<file path="config.mk">
export PLATFORM = sky130hd
export DESIGN_NAME = serial_sum_collector_flat
export DESIGN_NICKNAME = d
export VERILOG_FILES = /design/src/rtl/serial_sum_collector_if.sv /design/src/rtl/serial_sum_collector.sv /design/src/flat_wrapper.sv
export SDC_FILE = /design/constraint.sdc
export NUM_CORES = 1
export LEC_CHECK = 0
export BUFFER_PORTS_ARGS = -buffer_cell sky130_fd_sc_hd__buf_2
export CORE_MARGIN = 2
export CORE_UTILIZATION = 56
export CTS_BUF_LIST = sky130_fd_sc_hd__clkbuf_16
export DETAILED_ROUTE_END_ITERATION = 10
export PLACE_DENSITY = 0.9
export SLEW_MARGIN = 20
export SYNTH_ARGS = -nofsm -noshare
export SYNTH_HDL_FRONTEND = slang
export SYNTH_SLANG_ARGS = --single-unit
</file>
<file path="constraint.sdc">
create_clock -name clk -period 4 [get_ports clk]
set_input_delay 0.8 -clock clk [delete_from_list [all_inputs] [get_ports clk]]
set_output_delay 0.8 -clock clk [all_outputs]
set_load 0.02 [all_outputs]
</file>
<file path="src/rtl/serial_sum_collector_if.sv">
// Handshake and serial-adder signals between the sum collector and its environment.
// The slave side is the collector; the master side is the requester plus adder.
interface serial_sum_collector_if;
    logic       start;
    logic       sum_bit;
    logic       carry_bit;
    logic       load;
    logic       shift_en;
    logic       busy;
    logic [8:0] result;
    logic       result_valid;
    logic       result_ready;

    modport slave (
        input  start,
        input  sum_bit,
        input  carry_bit,
        input  result_ready,
        output load,
        output shift_en,
        output busy,
        output result,
        output result_valid
    );

    modport master (
        output start,
        output sum_bit,
        output carry_bit,
        output result_ready,
        input  load,
        input  shift_en,
        input  busy,
        input  result,
        input  result_valid
    );
endinterface

</file>
<file path="src/rtl/serial_sum_collector.sv">
// Serial sum collector: sequences an external bit-serial adder through one
// load strobe and eight shift cycles, assembles the 9-bit sum LSB first and
// hands it downstream over a valid/ready handshake.
module serial_sum_collector (
    input  logic                        clk,
    input  logic                        rst_n,
    serial_sum_collector_if.slave       bus
);

    typedef enum logic [1:0] {
        IDLE  = 2'd0,
        LOAD  = 2'd1,
        SHIFT = 2'd2,
        HOLD  = 2'd3
    } state_t;

    state_t     state;
    state_t     state_nxt;
    logic [2:0] bit_cnt;
    logic [7:0] capture;
    logic [8:0] result_q;
    logic       result_valid_q;

    logic       last_bit;
    logic       handshake;

    assign last_bit  = (bit_cnt == 3'd7);
    assign handshake = result_valid_q && bus.result_ready;

    // State register.
    // NOTE: sequential state uses non-blocking (<=) so every flop samples the
    // pre-edge values; blocking here would create ordering-dependent races.
    always_ff @(posedge clk or negedge rst_n) begin
        if (!rst_n) begin
            state <= IDLE;
        end else begin
            state <= state_nxt;
        end
    end

    // Next-state decode; start is only looked at in IDLE, so it is never queued.
    // NOTE: state_nxt gets a default before the case so no path leaves it
    // unassigned, which would otherwise infer a latch.
    always_comb begin
        state_nxt = state;
        case (state)
            IDLE:    if (bus.start) state_nxt = LOAD;
            LOAD:    state_nxt = SHIFT;
            SHIFT:   if (last_bit) state_nxt = HOLD;
            HOLD:    if (handshake) state_nxt = IDLE;
            default: state_nxt = IDLE;
        endcase
    end

    // Bit counter, capture shift register and result/valid registers.
    // NOTE: every datapath register here is reset, so an aborted operation
    // leaves no partial result visible after reset release.
    always_ff @(posedge clk or negedge rst_n) begin
        if (!rst_n) begin
            bit_cnt        <= 3'd0;
            capture        <= 8'd0;
            result_q       <= 9'd0;
            result_valid_q <= 1'b0;
        end else begin
            case (state)
                LOAD: begin
                    bit_cnt <= 3'd0;
                end
                SHIFT: begin
                    bit_cnt <= bit_cnt + 3'd1;
                    capture <= {bus.sum_bit, capture[7:1]};
                    // The last sum bit and the final carry are folded in on
                    // the same edge they arrive, not one cycle later.
                    if (last_bit) begin
                        result_q       <= {bus.carry_bit, bus.sum_bit, capture[7:1]};
                        result_valid_q <= 1'b1;
                    end
                end
                HOLD: begin
                    if (handshake) result_valid_q <= 1'b0;
                end
                default: ;
            endcase
        end
    end

    // Moore outputs decoded from state alone.
    assign bus.load         = (state == LOAD);
    assign bus.shift_en     = (state == SHIFT);
    assign bus.busy         = (state != IDLE);
    assign bus.result       = result_q;
    assign bus.result_valid = result_valid_q;

endmodule

</file>
<file path="src/flat_wrapper.sv">
// flat-port wrapper written by rule: the top's interface ports become plain ports
module serial_sum_collector_flat 
  (clk, rst_n, bus_start, bus_sum_bit, bus_carry_bit, bus_result_ready, bus_load, bus_shift_en, bus_busy, bus_result, bus_result_valid);
  serial_sum_collector_if bus_i ();
  input  logic clk;
  input  logic rst_n;
  input wire logic [$bits(bus_i.start)-1:0] bus_start;
  input wire logic [$bits(bus_i.sum_bit)-1:0] bus_sum_bit;
  input wire logic [$bits(bus_i.carry_bit)-1:0] bus_carry_bit;
  input wire logic [$bits(bus_i.result_ready)-1:0] bus_result_ready;
  output wire logic [$bits(bus_i.load)-1:0] bus_load;
  output wire logic [$bits(bus_i.shift_en)-1:0] bus_shift_en;
  output wire logic [$bits(bus_i.busy)-1:0] bus_busy;
  output wire logic [$bits(bus_i.result)-1:0] bus_result;
  output wire logic [$bits(bus_i.result_valid)-1:0] bus_result_valid;
  assign bus_i.start = bus_start;
  assign bus_i.sum_bit = bus_sum_bit;
  assign bus_i.carry_bit = bus_carry_bit;
  assign bus_i.result_ready = bus_result_ready;
  assign bus_load = bus_i.load;
  assign bus_shift_en = bus_i.shift_en;
  assign bus_busy = bus_i.busy;
  assign bus_result = bus_i.result;
  assign bus_result_valid = bus_i.result_valid;
  serial_sum_collector u_core (.clk(clk), .rst_n(rst_n), .bus(bus_i));
endmodule
</file>
==> flow_metrics.tcl <==
set metrics [dict create \
    outcome "complete, no violations" \
    p_int_mw 0.609 \
    fin_crit_ps 2380 \
    setup_violations 0 \
    dp_slack_ps 1880 \
    grt_max_degree 23 \
    antenna_found_initial 0 \
    power-per-cell-area_mw_per_mm2 746 \
    tightestPinTransition_ps 620 \
    hold_buffers 0 \
    vdd_drop_max_v 0.000520 \
    area_delta_synth_final_pct 22.3 \
    synthAdderAreaFrac_pct 7.95 \
    drt-total-wl_um 1460 \
    diodes 0 \
    first_pass_iters 4 \
    gp_congestion 0.684 \
    fillers 100 \
    critical_path.top_delay_family "adder cells" \
    fin_tns_setup_ps 0 \
    power_leakage_nw 0.601 \
    path_class "reg -> out" \
    boundaryPins 19 \
    core_area_sq_mm 0.00154 \
    die_w_um 45.1 \
    finClkSkew_ps 3.64 \
    cp-end-kind "output port" \
    final_hold_viol_count 0 \
    required_ps 3200 \
    postLayoutCellArea_sq_mm 0.00115 \
    final_max_slew_viol_count 0 \
    synth_area_leaders "dfrtp_1 (58%), mux2_2 (19%), ha_1 (7.9%)" \
    crit_fanout 15 \
    clockBufferDepth 2 \
    relSlewSlack_pct 58.7 \
    clockRootBuffer "clkbuf_16" \
    yosysTopAreaCell "dfrtp_1" \
    critPathMaxStageDelay_ps 550 \
    cts_sinks 22 \
    synth_cell_types 17 \
    start_kind "flip-flop" \
    crit_buf_inv 2 \
    p_clk_share_pct 31.8 \
    cts_tree "yes" \
    synth_warnings 0 \
    final_cell_mix "dfrtp_1 (22), buf_2 (18), mux2_2 (16), inv_1 (6), ha_1 (6)" \
    synth_top_area_share_pct 58.3 \
    hold_class "reg -> reg" \
    drc 0 \
    dr_total_vias 569 \
    yosysSeqAreaShare_pct 58.3 \
    first_iter_violations 6 \
    synth_top_family_by_area "multiplexers" \
    cts.repair.resized 0 \
    numPortBuffers 18 \
    multi_input_area_sq_um 363 \
    hold-worst-slack_ps 488 \
    post_cts.repair.setup_buffers 0 \
    clk_latency_ps 250 \
    htreeDepth 1 \
    layout_commonest_cell "dfrtp_1" \
    vias_per_cell 5.47 \
    synth_area_sq_um 945 \
    sw_frac_of_total_pct 29.3 \
    maxCapViolCount 0 \
    register_area_sq_um 551 \
    ys_ff_latch 22 \
    max_freq_mhz 420 \
    syn-num-nets 79 \
    wl_per_cell_um 14.1 \
    rows 14 \
    synth_mux_area_share_pct 21.3 \
    cts_made_buffers 3 \
    seqPwrFrac_pct 38.0 \
    grt-ovfl-total 0 \
    combPwrFrac_pct 30.2 \
    synth_compound_area_share_pct 5.96 \
    place_area_sq_mm 0.00105 \
    crit_chain "inv_1 > ha_1 > buf_2" \
    yosys.area_share.xor_xnor_pct 0 \
    die_area_sq_mm 0.00203 \
    synth_cells 67 \
    netSwitchingPower_mw 0.252 \
    syn_avg_cell_area_sq_um 14.1 \
    grt_pass1_wl_um 2490 \
    rsz0062_at_grt "false" \
    grt_pass1_vias 563 \
    min_period_over_period_pct 59.5 \
    synth-simple-area-share_pct 3.18 \
    drt.antenna.violating_nets 0 \
    nets 101 \
    dp_hpwl_um 1020 \
    globalRouteTotalUtil_pct 17.6 \
    cp.arrival_ps 1580 \
    fin_ws_ps 1620 \
    slowest_stage "ha_1" \
    die_h_um 45.1 \
    layout-drive-gt1-share_pct 46.6 \
    start_util_pct 61.3 \
    path_clk_slew_ps 60 \
]
routing by layer:
layer	wire length [um]	vias up	track usage [%]	part of all wire (%)
li1	-	274	-	-
met5	0	-	0	0
met2	741	11	28.6	51
met1	631	282	21.6	43
met3	77	2	7.20	5.3
met4	12	0	5.29	0.82
layout make-up:
class / count / area share, %
multi-input combinational: 37 / 31.4
sequential: 22 / 47.7
tap: 16 / 1.73
timing repair buffer: 18 / 7.80
clock inverter: 1 / 2.60
inverter: 7 / 2.28
clock buffer: 3 / 6.50
power groups by stage:
stage / combinational [mW] / sequential [mW] / clock [mW]
finish: 0.260 / 0.327 / 0.274
global route: 0.290 / 0.335 / 0.286
CTS: 0.266 / 0.327 / 0.278
detailed placement: 0.263 / 0.330 / 0
global placement: 0.251 / 0.326 / 0
floorplan: 0.209 / 0.321 / 0
stage by stage:
stage	utilization (%)	total power, mW	cells
floorplan	-	0.530	67
global placement	68.1	0.577	100
detailed placement	68.1	0.594	100
CTS	74.9	0.871	104
global route	74.9	0.911	104
finish	74.9	0.861	104
flip-flops by register name, indices dropped and copies added, names as in the netlist:
signal / count
u_core.bus.result_valid: 1
u_core.state: 2
u_core.bit_cnt: 3
u_core.bus.result: 9
u_core.capture: 7
logic make-up after synthesis:
| group | count (synthesis) |
|---|---|
| flops | 22 |
| buf+inv | 8 |
| compound gates | 7 |
| mux | 18 |
| simple gates | 6 |
| fa+ha+maj | 6 |
worst reg2reg max path, delay by kind of cell, from the launching register on:
| kind | cells | cell delay (ps) |
|---|---|---|
| adder cells (fa/ha/maj) | 1 | 560 |
| flip-flops | 1 | 410 |
| multiplexers | 1 | 350 |
| AND/OR/NAND/NOR | 1 | 300 |
| buffers and inverters | 1 | 90 |
synth_stat cells (all sizes together):
library cell,instances
a221oi,1
nand3,2
o21ai,3
a22o,1
a21boi,1
nand2,3
dfrtp,22
inv,7
mux2i,1
mux2,17
nand2b,1
ha,6
o32a,1
buf,1
final timing paths:
kind | depth (start not counted) | end | slack, ps | startpoint
setup / recovery | 3 | bus_shift_en | 1620 | u_core.state[0]
hold / removal | 1 | u_core.bit_cnt[0] | 490 | u_core.bit_cnt[0]
setup reg to reg | 4 | u_core.bus.result[2] | 2190 | u_core.state[0]
hold reg to reg | 1 | u_core.bit_cnt[0] | 490 | u_core.bit_cnt[0]
max in group asynchronous | 1 | u_core.capture[5] | 3180 | rst_n
min in group asynchronous | 1 | u_core.bus.result[8] | 500 | rst_n
Note: power is estimated with default switching activity, not from simulation.
